--- src/rtl/mips_pkg.sv ---
// Shared definitions for the multicycle MIPS control path: opcodes, mux encodings, FSM states.
// Latency: n/a (constants and types only).
// Backpressure: n/a.
package mips_pkg;

    // Supported opcodes (IR[31:26])
    localparam logic [5:0] OPC_RTYPE = 6'b000000;
    localparam logic [5:0] OPC_LW    = 6'b100011;
    localparam logic [5:0] OPC_SW    = 6'b101011;
    localparam logic [5:0] OPC_BEQ   = 6'b000100;
    localparam logic [5:0] OPC_J     = 6'b000010;
    localparam logic [5:0] OPC_ADDIU = 6'b001001;

    // alu_ct_op: request to the ALU control decoder
    localparam logic [1:0] ALUOP_ADD   = 2'b00;
    localparam logic [1:0] ALUOP_SUB   = 2'b01;
    localparam logic [1:0] ALUOP_FUNCT = 2'b10;

    // alu_src_b: ALU B operand select
    localparam logic [1:0] ALUB_REG     = 2'b00;
    localparam logic [1:0] ALUB_FOUR    = 2'b01;
    localparam logic [1:0] ALUB_IMM     = 2'b10;
    localparam logic [1:0] ALUB_IMM_SL2 = 2'b11;

    // pc_source: next-PC select
    localparam logic [1:0] PCSRC_ALU    = 2'b00;
    localparam logic [1:0] PCSRC_ALUOUT = 2'b01;
    localparam logic [1:0] PCSRC_JUMP   = 2'b10;

    // Main control FSM states; encodings are visible on state_dbg
    typedef enum logic [3:0] {
        S_FETCH     = 4'd0,
        S_DECODE    = 4'd1,
        S_MEM_ADDR  = 4'd2,
        S_MEM_READ  = 4'd3,
        S_MEM_WB    = 4'd4,
        S_MEM_WRITE = 4'd5,
        S_EXECUTE   = 4'd6,
        S_ALU_WB    = 4'd7,
        S_BRANCH    = 4'd8,
        S_JUMP      = 4'd9,
        S_ADDI_EX   = 4'd10,
        S_ADDI_WB   = 4'd11,
        S_TRAP      = 4'd12
    } ctrl_state_t;

endpackage

--- src/rtl/mips_multicycle_ctrl.sv ---
// Main control FSM of the multicycle MIPS datapath: decodes the IR opcode and drives all enables/selects.
// Latency: outputs are Moore decodes of the state register; fetch ir/pc write and sw completion gated by mem_ready.
// Backpressure: FETCH, MEM_READ and MEM_WRITE hold (requests stable) until mem_ready=1.
module mips_multicycle_ctrl
    import mips_pkg::*;
#(
    parameter logic [5:0] OP_RTYPE = OPC_RTYPE,
    parameter logic [5:0] OP_LW    = OPC_LW,
    parameter logic [5:0] OP_SW    = OPC_SW,
    parameter logic [5:0] OP_BEQ   = OPC_BEQ,
    parameter logic [5:0] OP_J     = OPC_J,
    parameter logic [5:0] OP_ADDIU = OPC_ADDIU
) (
    input  logic       clk,
    input  logic       rst,
    input  logic [5:0] opcode,
    input  logic       mem_ready,
    output logic       pc_write,
    output logic       pc_write_cond,
    output logic       i_or_d,
    output logic       mem_read,
    output logic       mem_write,
    output logic       ir_write,
    output logic       mem_to_reg,
    output logic       reg_write,
    output logic       reg_dst,
    output logic       alu_src_a,
    output logic [1:0] alu_src_b,
    output logic [1:0] alu_ct_op,
    output logic [1:0] pc_source,
    output logic       instr_done,
    output logic       illegal_op,
    output logic [3:0] state_dbg
);

    ctrl_state_t state_q, state_d;
    logic        illegal_q;

    // State register; reset lands in FETCH regardless of any pending stall
    always_ff @(posedge clk or posedge rst) begin
        if (rst) begin
            state_q <= S_FETCH;
        end else begin
            state_q <= state_d;
        end
    end

    // Sticky illegal-opcode flag, set on the edge that enters TRAP so it is high for all of TRAP
    always_ff @(posedge clk or posedge rst) begin
        if (rst) begin
            illegal_q <= 1'b0;
        end else if (state_d == S_TRAP) begin
            illegal_q <= 1'b1;
        end
    end

    // Next-state and datapath control decode; every output defaults to its idle value first
    always_comb begin
        state_d       = state_q;
        pc_write      = 1'b0;
        pc_write_cond = 1'b0;
        i_or_d        = 1'b0;
        mem_read      = 1'b0;
        mem_write     = 1'b0;
        ir_write      = 1'b0;
        mem_to_reg    = 1'b0;
        reg_write     = 1'b0;
        reg_dst       = 1'b0;
        alu_src_a     = 1'b0;
        alu_src_b     = ALUB_REG;
        alu_ct_op     = ALUOP_ADD;
        pc_source     = PCSRC_ALU;
        instr_done    = 1'b0;

        case (state_q)
            S_FETCH: begin
                // PC+4 is computed every cycle; it and the IR only commit once memory answers
                mem_read  = 1'b1;
                alu_src_b = ALUB_FOUR;
                if (mem_ready) begin
                    ir_write = 1'b1;
                    pc_write = 1'b1;
                    state_d  = S_DECODE;
                end
            end
            S_DECODE: begin
                // Speculatively form the branch target into ALUOut while decoding
                alu_src_b = ALUB_IMM_SL2;
                if (opcode == OP_LW || opcode == OP_SW) begin
                    state_d = S_MEM_ADDR;
                end else if (opcode == OP_RTYPE) begin
                    state_d = S_EXECUTE;
                end else if (opcode == OP_BEQ) begin
                    state_d = S_BRANCH;
                end else if (opcode == OP_J) begin
                    state_d = S_JUMP;
                end else if (opcode == OP_ADDIU) begin
                    state_d = S_ADDI_EX;
                end else begin
                    state_d = S_TRAP;
                end
            end
            S_MEM_ADDR: begin
                alu_src_a = 1'b1;
                alu_src_b = ALUB_IMM;
                state_d   = (opcode == OP_SW) ? S_MEM_WRITE : S_MEM_READ;
            end
            S_MEM_READ: begin
                mem_read = 1'b1;
                i_or_d   = 1'b1;
                if (mem_ready) begin
                    state_d = S_MEM_WB;
                end
            end
            S_MEM_WB: begin
                reg_write  = 1'b1;
                mem_to_reg = 1'b1;
                instr_done = 1'b1;
                state_d    = S_FETCH;
            end
            S_MEM_WRITE: begin
                // Store retires in the cycle memory accepts it, so done follows mem_ready
                mem_write = 1'b1;
                i_or_d    = 1'b1;
                if (mem_ready) begin
                    instr_done = 1'b1;
                    state_d    = S_FETCH;
                end
            end
            S_EXECUTE: begin
                alu_src_a = 1'b1;
                alu_src_b = ALUB_REG;
                alu_ct_op = ALUOP_FUNCT;
                state_d   = S_ALU_WB;
            end
            S_ALU_WB: begin
                reg_write  = 1'b1;
                reg_dst    = 1'b1;
                instr_done = 1'b1;
                state_d    = S_FETCH;
            end
            S_BRANCH: begin
                alu_src_a     = 1'b1;
                alu_src_b     = ALUB_REG;
                alu_ct_op     = ALUOP_SUB;
                pc_write_cond = 1'b1;
                pc_source     = PCSRC_ALUOUT;
                instr_done    = 1'b1;
                state_d       = S_FETCH;
            end
            S_JUMP: begin
                pc_write   = 1'b1;
                pc_source  = PCSRC_JUMP;
                instr_done = 1'b1;
                state_d    = S_FETCH;
            end
            S_ADDI_EX: begin
                alu_src_a = 1'b1;
                alu_src_b = ALUB_IMM;
                state_d   = S_ADDI_WB;
            end
            S_ADDI_WB: begin
                reg_write  = 1'b1;
                instr_done = 1'b1;
                state_d    = S_FETCH;
            end
            S_TRAP: begin
                // Dead end: only reset leaves TRAP
                state_d = S_TRAP;
            end
            default: begin
                state_d = S_FETCH;
            end
        endcase
    end

    assign illegal_op = illegal_q;
    assign state_dbg  = state_q;

endmodule

--- config.mk ---
export PLATFORM = sky130hd
export DESIGN_NAME = mips_multicycle_ctrl
export DESIGN_NICKNAME = d
export VERILOG_FILES = /design/src/rtl/mips_pkg.sv /design/src/rtl/mips_multicycle_ctrl.sv
export SDC_FILE = /design/constraint.sdc
export NUM_CORES = 1
export LEC_CHECK = 0
export ABC_AREA = 1
export CAP_MARGIN = 20
export CORE_MARGIN = 2
export CORE_UTILIZATION = 37
export DETAILED_ROUTE_END_ITERATION = 10
export PLACE_DENSITY_LB_ADDON = 0.15
export SETUP_SLACK_MARGIN = 0.1
export SLEW_MARGIN = 40
export SYNTH_ARGS = -nofsm -noshare
export SYNTH_HDL_FRONTEND = slang
export SYNTH_SLANG_ARGS = --single-unit
--- constraint.sdc ---
create_clock -name clk -period 1.4 [get_ports clk]
set_clock_uncertainty 0.15 [all_clocks]
set_input_delay 0.28 -clock clk [delete_from_list [all_inputs] [get_ports clk]]
set_output_delay 0.28 -clock clk [all_outputs]
set_load 0.1 [all_outputs]
==> impl_results.md, run 1 <==
* Status: stopped before the end
* Failed at: detailed placement
* Error: [ERROR DPL-0038] Utilization greater than 100%, impossible to legalize
* Initial core utilization at 0.409
* Synth warnings at 0
* Die extent in x at roughly 43 µm
* Post-synth cell types at 19
* Routability congestion estimate at 0.868
* Rows at 13
* Register bit count reported by yosys at 5
* Die Ht at around 43 µm
* Register area share after synthesis at 0.227
* Syn_area_per_cell at a little over 6 µm²
* Port bufs at 30
* Gate Count Post-Synth at 91
* Syn nets at 100
* Post-Syn Area at between 500 and 600 µm²
* IO Pins at 31
through the flow:
stage	TNS, ns	setup slack (ns)	cell area, µm²	instances	hold WS (ns)
global placement	-4.72	-0.341	1390	158	0.329
floorplan	-14.72	-1.15	696	91	-0.0914
synth_stat cells:
cell	n	share of area
nor2_1	18	0.12
nand3_1	7	0.063
nand3_2	1	0.018
o21ai_0	3	0.027
nand2_1	17	0.12
o221ai_1	2	0.032
inv_1	12	0.082
o22ai_1	1	0.011
nand2_2	6	0.068
inv_2	5	0.034
buf_4	1	0.014
nor2_4	2	0.041
nor2_2	5	0.057
nor3_4	1	0.029
a31oi_1	1	0.011
o21ai_1	1	0.0091
a21oi_1	2	0.018
nand2_4	1	0.020
dfrtp_1	5	0.23
cell families after synthesis:
kind of cell | Yosys count | synth area share
AND/OR/NAND/NOR | 58 | 0.535
flip-flops | 5 | 0.227
AO/OA/AOI/OAI | 10 | 0.109
buffers and inverters | 18 | 0.129
==> inputs of run 2 (changes only) <==
--- a/config.mk
+++ b/config.mk
@@ -7,11 +7,10 @@
 export LEC_CHECK = 0
 export ABC_AREA = 1
 export CAP_MARGIN = 20
-export CORE_MARGIN = 2
-export CORE_UTILIZATION = 37
+export CORE_AREA = 2 2 63 65
 export DETAILED_ROUTE_END_ITERATION = 10
+export DIE_AREA = 0 0 65 67
 export PLACE_DENSITY_LB_ADDON = 0.15
-export SETUP_SLACK_MARGIN = 0.1
 export SLEW_MARGIN = 40
 export SYNTH_ARGS = -nofsm -noshare
 export SYNTH_HDL_FRONTEND = slang
==> run 2 against run 1 <==
Against the previous run:
- the flow now finishes, with violations (setup timing)
- synthesized area stayed put
- synthesized cell count stayed put
==> impl_results.md, run 2 <==
* Vias at about 840
* Top-count cell post-synth: nor2_1
* CP max stage cell: dfrtp_4
* Final nets at 173
* Crit-path leading delay family: flip-flops
* Hold slack at approximately 0.11 ns
* Critical path required time at between 0.9 and 1 ns
* Post-Syn Area at ~550 µm²
* Layout Cells excl Fill at ~210
* Area delta synth->final at 220%
* WL per Instance at ~11 µm
* DRT Pass-1 Iters at 3
* CTS Buffer Depth at 2
* Max FFs per register at 4
* Violated checks: setup timing
* Status: finished, violations left
* Final min period at between 1.5 and 2 ns
* Number of remaining DRC errors at 0
* Post-DP HPWL at approximately 1.8 mm
* Slew @ Worst Pin at ~0.25 ns
* Root Driver: clkbuf_8
* Final setup viols at 26
* Clk pin slew, worst setup/hold paths at 0.04 ns
* Final worst-path cycle share at 1.39
* Placed insts at about 200
* F_max at ~510 MHz
* Routability congestion estimate at about 0.74
* EDFF count, synth at 0
* Final ANT Viol Nets at 0
* Main flop type after synthesis: dfrtp_1
* Most frequent cells after synthesis: nor2_1, nand2_1, inv_1
* 1st-iter DRT viols at 8
* Worst R2R Setup Slack at -0.30 ns
* Die area at 4360 µm²
* Synth top area share at 0.227
* WL final at 2.32 mm
* Post-synth cell types at 19
* Cts hold-fix bufs at 0
* GR Overflow Total at 0
* Gr usage total at 0.115
* Initial core utilization at 0.153
* Worst-Skew Late Latency at 0.22 ns
* Layout cells sized above 1 at 0.724
* Hold WC Path Type: in2async
* Vias/cell at 4.00
* Hold Vio Cnt, Final at 0
* Unrepaired setup endpoints after global routing: yes
* Largest net degree at the start of global routing at 7
* Die Ht at between 60 and 70 µm
* Clk sinks at 5
* Setup tns final at -9.18 ns
* H-tree depth at 1
* Syn_area_per_cell at between 6 and 7 µm²
* Area contributors post-synth: dfrtp_1, nor2_1, nand2_1
* Max-cap violation count at 0
* Num CTS Buffers at 3
* Gate Count Post-Synth at 91
* Synth warnings at 0
* Leading area contributor after synthesis: dfrtp_1
* Rel. slew slack at 0.832
* IO Pins at 31
* Die extent in x at about 65 µm
* Register area share after synthesis at 0.227
* CTS tree: done
* Register bit count reported by yosys at 5
* Crit. End Element: primary output
* Most common cell after layout, fill and taps aside: buf_12
* Crit Path Category: reg2out
* Worst-path cell chain: nor2_4 > inv_2 > a31oi_4 > o221ai_4 > buf_12
* Initial antenna violation count at 0
* Commonest non-fill, non-tap cells in the layout: buf_12, buf_4, buf_6, nor2_4, nand2_1
* Syn nets at 100
* ANT cells at 0
* Rows at 22
* Worst Slack Setup Final at -0.550 ns
* First-pass GRT wire length at roughly 3.8 mm
* Slowest cell delay on critical path at 0.51 ns
* Port bufs at 30
* CP startpoint kind: flop
* CP max FO at 6
* Async SR Flop Fraction at 1.00
* Total core area at approximately 3600 µm²
* Slew Viols, Final at 0
* Core Util, Final at 0.490
* Crit path buf inv count at 2
* Vias in the first global route at between 800 and 900
* CP arrival at between 1.5 and 2 ns
==> run 2: area by class of cell <==
cell class              instances  area [µm²]
multi-input cells              68         562
clock buffers                   4        45.0
well taps                      48        60.1
repair buffers                 69         881
inverters                      17        80.1
flip-flops and latches          5         140
fillers                       327        1840
==> run 2: metal layers <==
metal,share of wire,vias to the layer above,wire length (µm),track usage
li1,-,428,-,-
met1,0.37,393,870,0.110
met2,0.57,22,1330,0.241
met3,0.051,0,119,0.0236
met4,0,0,0,0.0319
met5,0,-,0,0
==> run 2: worst paths after layout <==
kind / from / to / cells after the start
worst max-delay path: state_dbg[2]$_DFF_PP0_ / instr_done / 5
worst min-delay path: rst / illegal_op$_DFFE_PP0N_ / 2
worst max register to register: state_dbg[0]$_DFF_PP0_ / state_dbg[0]$_DFF_PP0_ / 10
worst min register to register: illegal_op$_DFFE_PP0N_ / illegal_op$_DFFE_PP0N_ / 2
max in group asynchronous: rst / state_dbg[1]$_DFF_PP0_ / 2
min in group clk: illegal_op$_DFFE_PP0N_ / illegal_op$_DFFE_PP0N_ / 2
==> run 2: logic make-up after synthesis <==
family                 after synthesis  synth area share
and+or+nand+nor                     58             0.535
buffers and inverters               18             0.129
AOI/OAI and AO/OA                   10             0.109
DFF                                  5             0.227
==> run 2: repair_timing <==
item                       4_1_cts  5_1_grt
hold endpoints to repair         0        0
gates resized for setup         31       14
setup buffers                    9        6
pin swaps                        6        3
setup endpoints to repair       26       26
==> run 2: worst register-to-register path, cell delays in order, from the launching register on <==
cell     delay (ns)
dfrtp_4        0.50
buf_6          0.13
nand2_4        0.07
nor2_4         0.05
inv_2          0.08
buf_6          0.10
nand2_4        0.06
buf_6          0.11
buf_6          0.10
a21oi_4        0.15
o21ai_2        0.07
==> run 2: stage by stage <==
| stage | instance area, µm² | setup slack [ns] |
|---|---|---|
| finish | 1770 | -0.550 |
| global route | 1770 | -0.604 |
| CTS | 1690 | -0.548 |
| detailed placement | 1460 | -0.361 |
| global placement | 1460 | -0.341 |
| floorplan | 694 | -1.15 |
Power of run 2 is not shown: default switching activity piles up to over one toggle a cycle in this logic, so the estimate is an artifact.
==> inputs of run 3 (changes only) <==
--- a/config.mk
+++ b/config.mk
@@ -11,7 +11,7 @@
 export DETAILED_ROUTE_END_ITERATION = 10
 export DIE_AREA = 0 0 65 67
 export PLACE_DENSITY_LB_ADDON = 0.15
-export SLEW_MARGIN = 40
+export SLEW_MARGIN = 10
 export SYNTH_ARGS = -nofsm -noshare
 export SYNTH_HDL_FRONTEND = slang
 export SYNTH_SLANG_ARGS = --single-unit
==> results of run 3 <==
Same layout as run 2: the final DEF is identical, and so are final timing and power.
Power of run 3 is left out for the same reason.
==> inputs of run 4 (changes only) <==
--- a/config.mk
+++ b/config.mk
@@ -11,7 +11,7 @@
 export DETAILED_ROUTE_END_ITERATION = 10
 export DIE_AREA = 0 0 65 67
 export PLACE_DENSITY_LB_ADDON = 0.15
-export SLEW_MARGIN = 10
+export SLEW_MARGIN = 25
 export SYNTH_ARGS = -nofsm -noshare
 export SYNTH_HDL_FRONTEND = slang
 export SYNTH_SLANG_ARGS = --single-unit
==> results of run 4 <==
Same layout as run 2: the final DEF is identical, and so are final timing and power.
Power of run 4 is left out for the same reason.
